`src/rtl/dmem_arbiter_pkg.sv`:
```
// Shared types, sizes and the address legality check for the data-memory arbiter.
package dmem_arbiter_pkg;

    localparam int unsigned XLEN       = 32;
    localparam int unsigned DMEM_BYTES = 32;

    typedef enum logic [1:0] {
        ST_IDLE   = 2'd0,
        ST_ACCESS = 2'd1,
        ST_RESP   = 2'd2
    } state_t;

    // Payload captured from the winning port at grant time.
    typedef struct packed {
        logic            we;
        logic [XLEN-1:0] addr;
        logic [XLEN-1:0] wdata;
    } dmem_req_t;

    // Misaligned or past the last full word of the memory.
    function automatic logic addr_illegal(input logic [XLEN-1:0] addr,
                                          input int unsigned     mem_bytes);
        return (addr[1:0] != 2'b00) || (addr > XLEN'(mem_bytes - 4));
    endfunction

endpackage

```
`src/rtl/dmem_arbiter_rr_arb2.sv`:
```
// Two-way round-robin arbiter; remembers the last granted port.
module rr_arb2 #(
    parameter bit RESET_LAST_GNT = 1'b1
) (
    input  logic       clk_i,
    input  logic       rst_i,
    input  logic       en_i,
    input  logic [1:0] req_i,
    output logic [1:0] gnt_o
);

    logic last_gnt_q;

    // Single requester wins; on a tie the port not granted last wins.
    always_comb begin
        gnt_o = 2'b00;
        if (en_i && !rst_i) begin
            unique case (req_i)
                2'b01:   gnt_o = 2'b01;
                2'b10:   gnt_o = 2'b10;
                2'b11:   gnt_o = last_gnt_q ? 2'b01 : 2'b10;
                default: gnt_o = 2'b00;
            endcase
        end
    end

    // Track which port received the most recent grant.
    always_ff @(posedge clk_i) begin
        if (rst_i) begin
            last_gnt_q <= RESET_LAST_GNT;
        end else if (gnt_o[0]) begin
            last_gnt_q <= 1'b0;
        end else if (gnt_o[1]) begin
            last_gnt_q <= 1'b1;
        end
    end

endmodule

```
`src/rtl/dmem_arbiter.sv`:
```
// Two-port data-memory arbiter: grant, one ACCESS cycle, one RESP cycle.
module dmem_arbiter
    import dmem_arbiter_pkg::*;
#(
    parameter int unsigned DMEM_BYTES     = dmem_arbiter_pkg::DMEM_BYTES,
    parameter bit          RESET_LAST_GNT = 1'b1
) (
    input  logic            clk_i,
    input  logic            rst_i,
    input  logic            m0_req_i,
    input  logic            m0_we_i,
    input  logic [XLEN-1:0] m0_addr_i,
    input  logic [XLEN-1:0] m0_wdata_i,
    output logic            m0_gnt_o,
    output logic            m0_rvalid_o,
    output logic [XLEN-1:0] m0_rdata_o,
    output logic            m0_err_o,
    input  logic            m1_req_i,
    input  logic            m1_we_i,
    input  logic [XLEN-1:0] m1_addr_i,
    input  logic [XLEN-1:0] m1_wdata_i,
    output logic            m1_gnt_o,
    output logic            m1_rvalid_o,
    output logic [XLEN-1:0] m1_rdata_o,
    output logic            m1_err_o,
    output logic [XLEN-1:0] mem_addr_o,
    output logic            mem_read_o,
    output logic            mem_write_o,
    output logic [XLEN-1:0] mem_wdata_o,
    input  logic [XLEN-1:0] mem_rdata_i
);

    state_t          state_q;
    dmem_req_t       req_q;
    logic            id_q;
    logic            illegal_q;
    logic [XLEN-1:0] rdata_q;
    logic            err_q;

    logic [1:0]      gnt;
    logic            grant_en;
    logic            in_access;
    logic            in_resp;
    dmem_req_t       win_req;

    assign grant_en = (state_q == ST_IDLE) || (state_q == ST_RESP);

    rr_arb2 #(
        .RESET_LAST_GNT (RESET_LAST_GNT)
    ) u_arb (
        .clk_i (clk_i),
        .rst_i (rst_i),
        .en_i  (grant_en),
        .req_i ({m1_req_i, m0_req_i}),
        .gnt_o (gnt)
    );

    assign m0_gnt_o = gnt[0];
    assign m1_gnt_o = gnt[1];

    // Payload of whichever port wins this cycle.
    always_comb begin
        win_req = '{we: m0_we_i, addr: m0_addr_i, wdata: m0_wdata_i};
        if (gnt[1]) begin
            win_req = '{we: m1_we_i, addr: m1_addr_i, wdata: m1_wdata_i};
        end
    end

    // FSM with request capture and response register.
    always_ff @(posedge clk_i) begin
        if (rst_i) begin
            state_q   <= ST_IDLE;
            req_q     <= '0;
            id_q      <= 1'b0;
            illegal_q <= 1'b0;
            rdata_q   <= '0;
            err_q     <= 1'b0;
        end else begin
            unique case (state_q)
                ST_IDLE, ST_RESP: begin
                    if (|gnt) begin
                        state_q   <= ST_ACCESS;
                        req_q     <= win_req;
                        id_q      <= gnt[1];
                        illegal_q <= addr_illegal(win_req.addr, DMEM_BYTES);
                    end else begin
                        state_q <= ST_IDLE;
                    end
                end
                ST_ACCESS: begin
                    state_q <= ST_RESP;
                    rdata_q <= (!req_q.we && !illegal_q) ? mem_rdata_i : '0;
                    err_q   <= illegal_q;
                end
                default: state_q <= ST_IDLE;
            endcase
        end
    end

    // Reset gates outputs immediately so an in-flight write never reaches memory.
    assign in_access = (state_q == ST_ACCESS) && !rst_i;
    assign in_resp   = (state_q == ST_RESP) && !rst_i;

    assign mem_addr_o  = in_access ? req_q.addr  : '0;
    assign mem_wdata_o = in_access ? req_q.wdata : '0;
    assign mem_read_o  = in_access && !req_q.we && !illegal_q;
    assign mem_write_o = in_access &&  req_q.we && !illegal_q;

    assign m0_rvalid_o = in_resp && !id_q;
    assign m1_rvalid_o = in_resp &&  id_q;
    assign m0_rdata_o  = m0_rvalid_o ? rdata_q : '0;
    assign m1_rdata_o  = m1_rvalid_o ? rdata_q : '0;
    assign m0_err_o    = m0_rvalid_o && err_q;
    assign m1_err_o    = m1_rvalid_o && err_q;

endmodule

```
`config.mk`:
```
export PLATFORM = sky130hd
export DESIGN_NAME = dmem_arbiter
export DESIGN_NICKNAME = d
export VERILOG_FILES = /design/src/rtl/dmem_arbiter_pkg.sv /design/src/rtl/dmem_arbiter_rr_arb2.sv /design/src/rtl/dmem_arbiter.sv
export SDC_FILE = /design/constraint.sdc
export NUM_CORES = 1
export LEC_CHECK = 0
export BUFFER_PORTS_ARGS = -buffer_cell sky130_fd_sc_hd__buf_2
export CORE_AREA = 2 2 118 120
export DETAILED_ROUTE_END_ITERATION = 10
export DIE_AREA = 0 0 120 122
export GPL_TIMING_DRIVEN = 0
export PLACE_DENSITY = 0.72
export SLEW_MARGIN = 20
export SYNTH_ARGS = -nofsm -noshare
export SYNTH_HDL_FRONTEND = slang
export SYNTH_SLANG_ARGS = --single-unit
```
`constraint.sdc`:
```
create_clock -name clk_i -period 1.65 [get_ports clk_i]
set_input_delay 0.0825 -clock clk_i [delete_from_list [all_inputs] [get_ports clk_i]]
set_output_delay 0.0825 -clock clk_i [all_outputs]
set_load 0.01 [all_outputs]
```
==> load_flow_metrics.sql <==
INSERT INTO impl_metrics (metric_group, metric, value, unit) VALUES
('synthesis', 'number_of_flops_mapped_to_enable_cells_by_yosys', '0', ''),
('setup_path', 'worstSetupStartpointType', 'register', ''),
('synthesis', 'synthDistinctLibCells', '29', ''),
('synthesis', 'netlist_area', '5120', 'um^2'),
('sta', 'period_needed', '1.74', 'ns'),
('finish', 'antenna_cells', '0', ''),
('synthesis', 'netlist_instances', '556', ''),
('route', 'route.detailed.wl_per_inst', '18.2', 'um'),
('placed_design', 'numPortBuffers', '300', ''),
('clock_network', 'clkTransAtPathRegs', '0.07', 'ns'),
('clock_network', 'clkLatencyLatePin', '0.35', 'ns'),
('sta', 'layout_setup_ws', '-0.0910', 'ns'),
('setup_path', 'critPathRequiredTime', '1.57', 'ns'),
('route', 'routed-via-count', '5685', ''),
('placed_design', 'preCtsSetupSlack', '-0.267', 'ns'),
('sta', 'relSlewSlack', '61.2', '%'),
('synthesis', 'number_of_synthesized_register_bits', '103', ''),
('clock_network', 'cts_buf_count', '9', ''),
('sta', 'timing.final.max_slew_violations', '0', ''),
('finish', 'most_frequent_cells_in_the_layout', 'buf_2 (203), buf_6 (130), and2_4 (106), dfxtp_1 (100), nor2_1 (68)', ''),
('floorplan', 'fp.coreArea', '13500', 'um^2'),
('sta', 'setup_viol', '64', ''),
('worst_hold_path', 'timing.hold.worst.start', 'm1_wdata_i[30]', ''),
('floorplan', 'std_cell_rows', '43', ''),
('worst_hold_path', 'worstHoldPathType', 'in -> reg', ''),
('sta', 'worstMarginPinSlew', '0.582', 'ns'),
('setup_path', 'worst_setup_path_end_kind', 'primary output', ''),
('synthesis', 'asyncSetResetFlopFracSynth', '0', '%'),
('setup_path', 'timing.critical_path.fanout_max', '8', ''),
('power', 'vdd_drop_max', '0.000420', 'V'),
('clock_network', 'clock_path_buffers', '2', ''),
('floorplan', 'dieArea', '14600', 'um^2'),
('placed_design', 'dp_hpwl', '13.0', 'mm'),
('worst_hold_path', 'hold-path-cell-count', '3', ''),
('floorplan', 'width_of_the_chip', '120', 'um'),
('route', 'detail-route-antenna-nets', '0', ''),
('clock_network', 'tritoncts', 'yes', ''),
('power', 'power.density_cell_area', '682', 'nW/um^2'),
('flow_run', 'cap_viol_max_count', '0', ''),
('floorplan', 'initial_utilization', '37.9', '%'),
('global_routing', 'grt_antenna_before_repair', '0', ''),
('setup_path', 'reg2reg_depth', '7', ''),
('placed_design', 'place_congestion', '0.920', ''),
('synthesis', 'ys_seq_area_share', '40.3', '%'),
('placed_design', 'place_inst', '1036', ''),
('floorplan', 'io_pins', '302', ''),
('clock_network', 'cts_root_buffer', 'clkbuf_16', ''),
('worst_hold_path', 'min_to', 'req_q[30]', ''),
('setup_path', 'r2r-start', 'state_q[1]', ''),
('setup_path', 'worst-setup-path-type', 'reg -> out', ''),
('finish', 'area.growth.synth_to_final', '79.7', '%'),
('status', 'failing_checks', 'setup timing', ''),
('route', 'drt-initial-drc-count', '251', ''),
('finish', 'design.final.nets', '1097', ''),
('power', 'cellLeakagePower', '4.58', 'nW'),
('global_routing', 'globalRouteTotalUtil', '22.7', '%'),
('synthesis', 'avgSynthCellArea', '9.21', 'um^2'),
('synthesis', 'synthFlopType', 'dfxtp_1', ''),
('finish', 'commonest_non_fill_non_tap_cell_in_the_layout', 'buf_2', ''),
('setup_path', 'worst_ep_arrival_time', '1.66', 'ns'),
('clock_network', 'cts_num_sinks', '103', ''),
('synthesis', 'postSynthNetCount', '722', ''),
('global_routing', 'grt_start_max_net_pins', '16', ''),
('sta', 'grt_setup_unrepaired', 'true', ''),
('sta', 'final_hold_fails', '0', ''),
('finish', 'layoutNonFillerInstCount', '1115', ''),
('setup_path', 'reg2reg_setup_slack', '0.01', 'ns'),
('finish', 'final.fill_count', '1084', ''),
('sta', 'f_max', '574', 'MHz'),
('synthesis', 'yosys_warnings', '0', ''),
('sta', 'timing.final.crit_share', '106', '%'),
('route', 'first_pass_iters', '4', ''),
('clock_network', 'clock_tree.htree_level_count', '3', ''),
('setup_path', 'timing.rr.end', 'rdata_q[19]', ''),
('global_routing', 'vias_in_the_first_global_route', '5008', ''),
('finish', 'layout-drive-gt1-share', '55.9', '%'),
('status', 'outcome', 'complete, but fails checks', ''),
('route', 'drt-vias-per-instance', '5.10', ''),
('floorplan', 'dieHeight', '122', 'um'),
('route', 'route.detailed.drc', '0', ''),
('route', 'routed_wirelength', '20.3', 'mm'),
('global_routing', 'grt.overflow.total', '0', ''),
('sta', 'final.setup_skew', '0.00771', 'ns'),
('global_routing', 'wire_length_of_the_first_global_routing_pass', '26.0', 'mm');
[synthesized netlist by cell type, types with 2 or more instances]
master / instances / area share [%]
buf_4: 6 / 0.88
nor3_1: 4 / 0.39
and2b_1: 2 / 0.29
mux2i_1: 67 / 13
dfxtp_1: 103 / 40
and2_1: 130 / 16
nand2b_1: 4 / 0.49
clkbuf_1: 24 / 1.8
and3_1: 2 / 0.24
nand2_1: 2 / 0.15
a211oi_1: 65 / 9.5
a22o_1: 32 / 5.5
buf_6: 4 / 0.88
or4_1: 4 / 0.59
nor4_1: 8 / 0.98
nor2_1: 70 / 5.1
buf_2: 16 / 1.6
nand4_1: 2 / 0.24
[where the power goes]
group / switching [W] / internal, W / total, W
clock network: 0.000938 / 0.00125 / 0.00219
registers: 0.000121 / 0.00267 / 0.00280
logic: 0.000605 / 0.000692 / 0.00130
total: 0.00166 / 0.00462 / 0.00628
[through the flow]
stage               hold slack, ns  area [um^2]  util (%)  power [W]  setup TNS (ns)
floorplan                    0.215         5120         -    0.00335               0
global placement             0.298         6850      50.7    0.00376          -19.46
detailed placement           0.303         6850      50.7    0.00377          -20.08
CTS                         0.0570         7790      57.7    0.00608           -9.99
global route                0.0858         9210      68.2    0.00652          -10.13
finish                      0.0634         9210      68.2    0.00628           -3.21
[flip-flops by register name, indices dropped and copies added, names as in the netlist]
name,cells
err_q,1
id_q,1
illegal_q,1
rdata_q,32
req_q,65
state_q,2
u_arb.last_gnt_q,1
[how the worst max path moves through the flow]
| stage | startpoint | end | cells past startpoint |
|---|---|---|---|
| finish | state_q[0] | mem_addr_o[29] | 6 |
| global route | state_q[1] | mem_wdata_o[1] | 6 |
| CTS | state_q[1] | mem_wdata_o[19] | 6 |
| detailed placement | state_q[0] | mem_addr_o[24] | 6 |
| global placement | state_q[0] | mem_addr_o[25] | 6 |
| floorplan | state_q[0] | rdata_q[10] | 5 |
[logic make-up after synthesis]
| group | synth area share [%] |
|---|---|
| flops | 40.3 |
| buf+inv | 5.16 |
| compound gates | 16.2 |
| mux | 13.3 |
| simple gates | 25.1 |
[layer usage]
metal  wire length (um)  vias to the layer above  GRT usage (%)
met1               8140                     2716           27.3
met5                  0                        -              0
met3               1310                       31           4.31
met2              10500                      228           39.2
li1                   -                     2710              -
met4                412                        0           10.4
[worst max-delay path, cell delays in order, from the launching register on]
cell and delay, ns:
dfxtp_4 0.36, and2b_1 0.17, and2b_4 0.20, buf_12 0.16, clkbuf_16 0.15, and2_4 0.15, buf_6 0.11
[area by class of cell]
type	count	area (um^2)	area share [%]
Inverter	1	3.75	0.0408
Buffer	49	473	5.14
Sequential cell	103	2070	22.5
Timing Repair Buffer	365	2960	32.1
Clock inverter	3	42.5	0.462
Multi-Input combinational cell	402	3180	34.5
Clock buffer	12	256	2.79
Tap cell	180	225	2.45
[timing repair]
action | CTS | global route
hold buffers | 32 | 0
gates resized for setup | 69 | 291
setup buffers | 12 | 8
hold endpoints to repair | 32 | 0
cloned | 2 | 12
pin swaps | 3 | 86
setup endpoints to repair | 193 | 203
No activity file was read; power rests on OpenSTA's default activity.
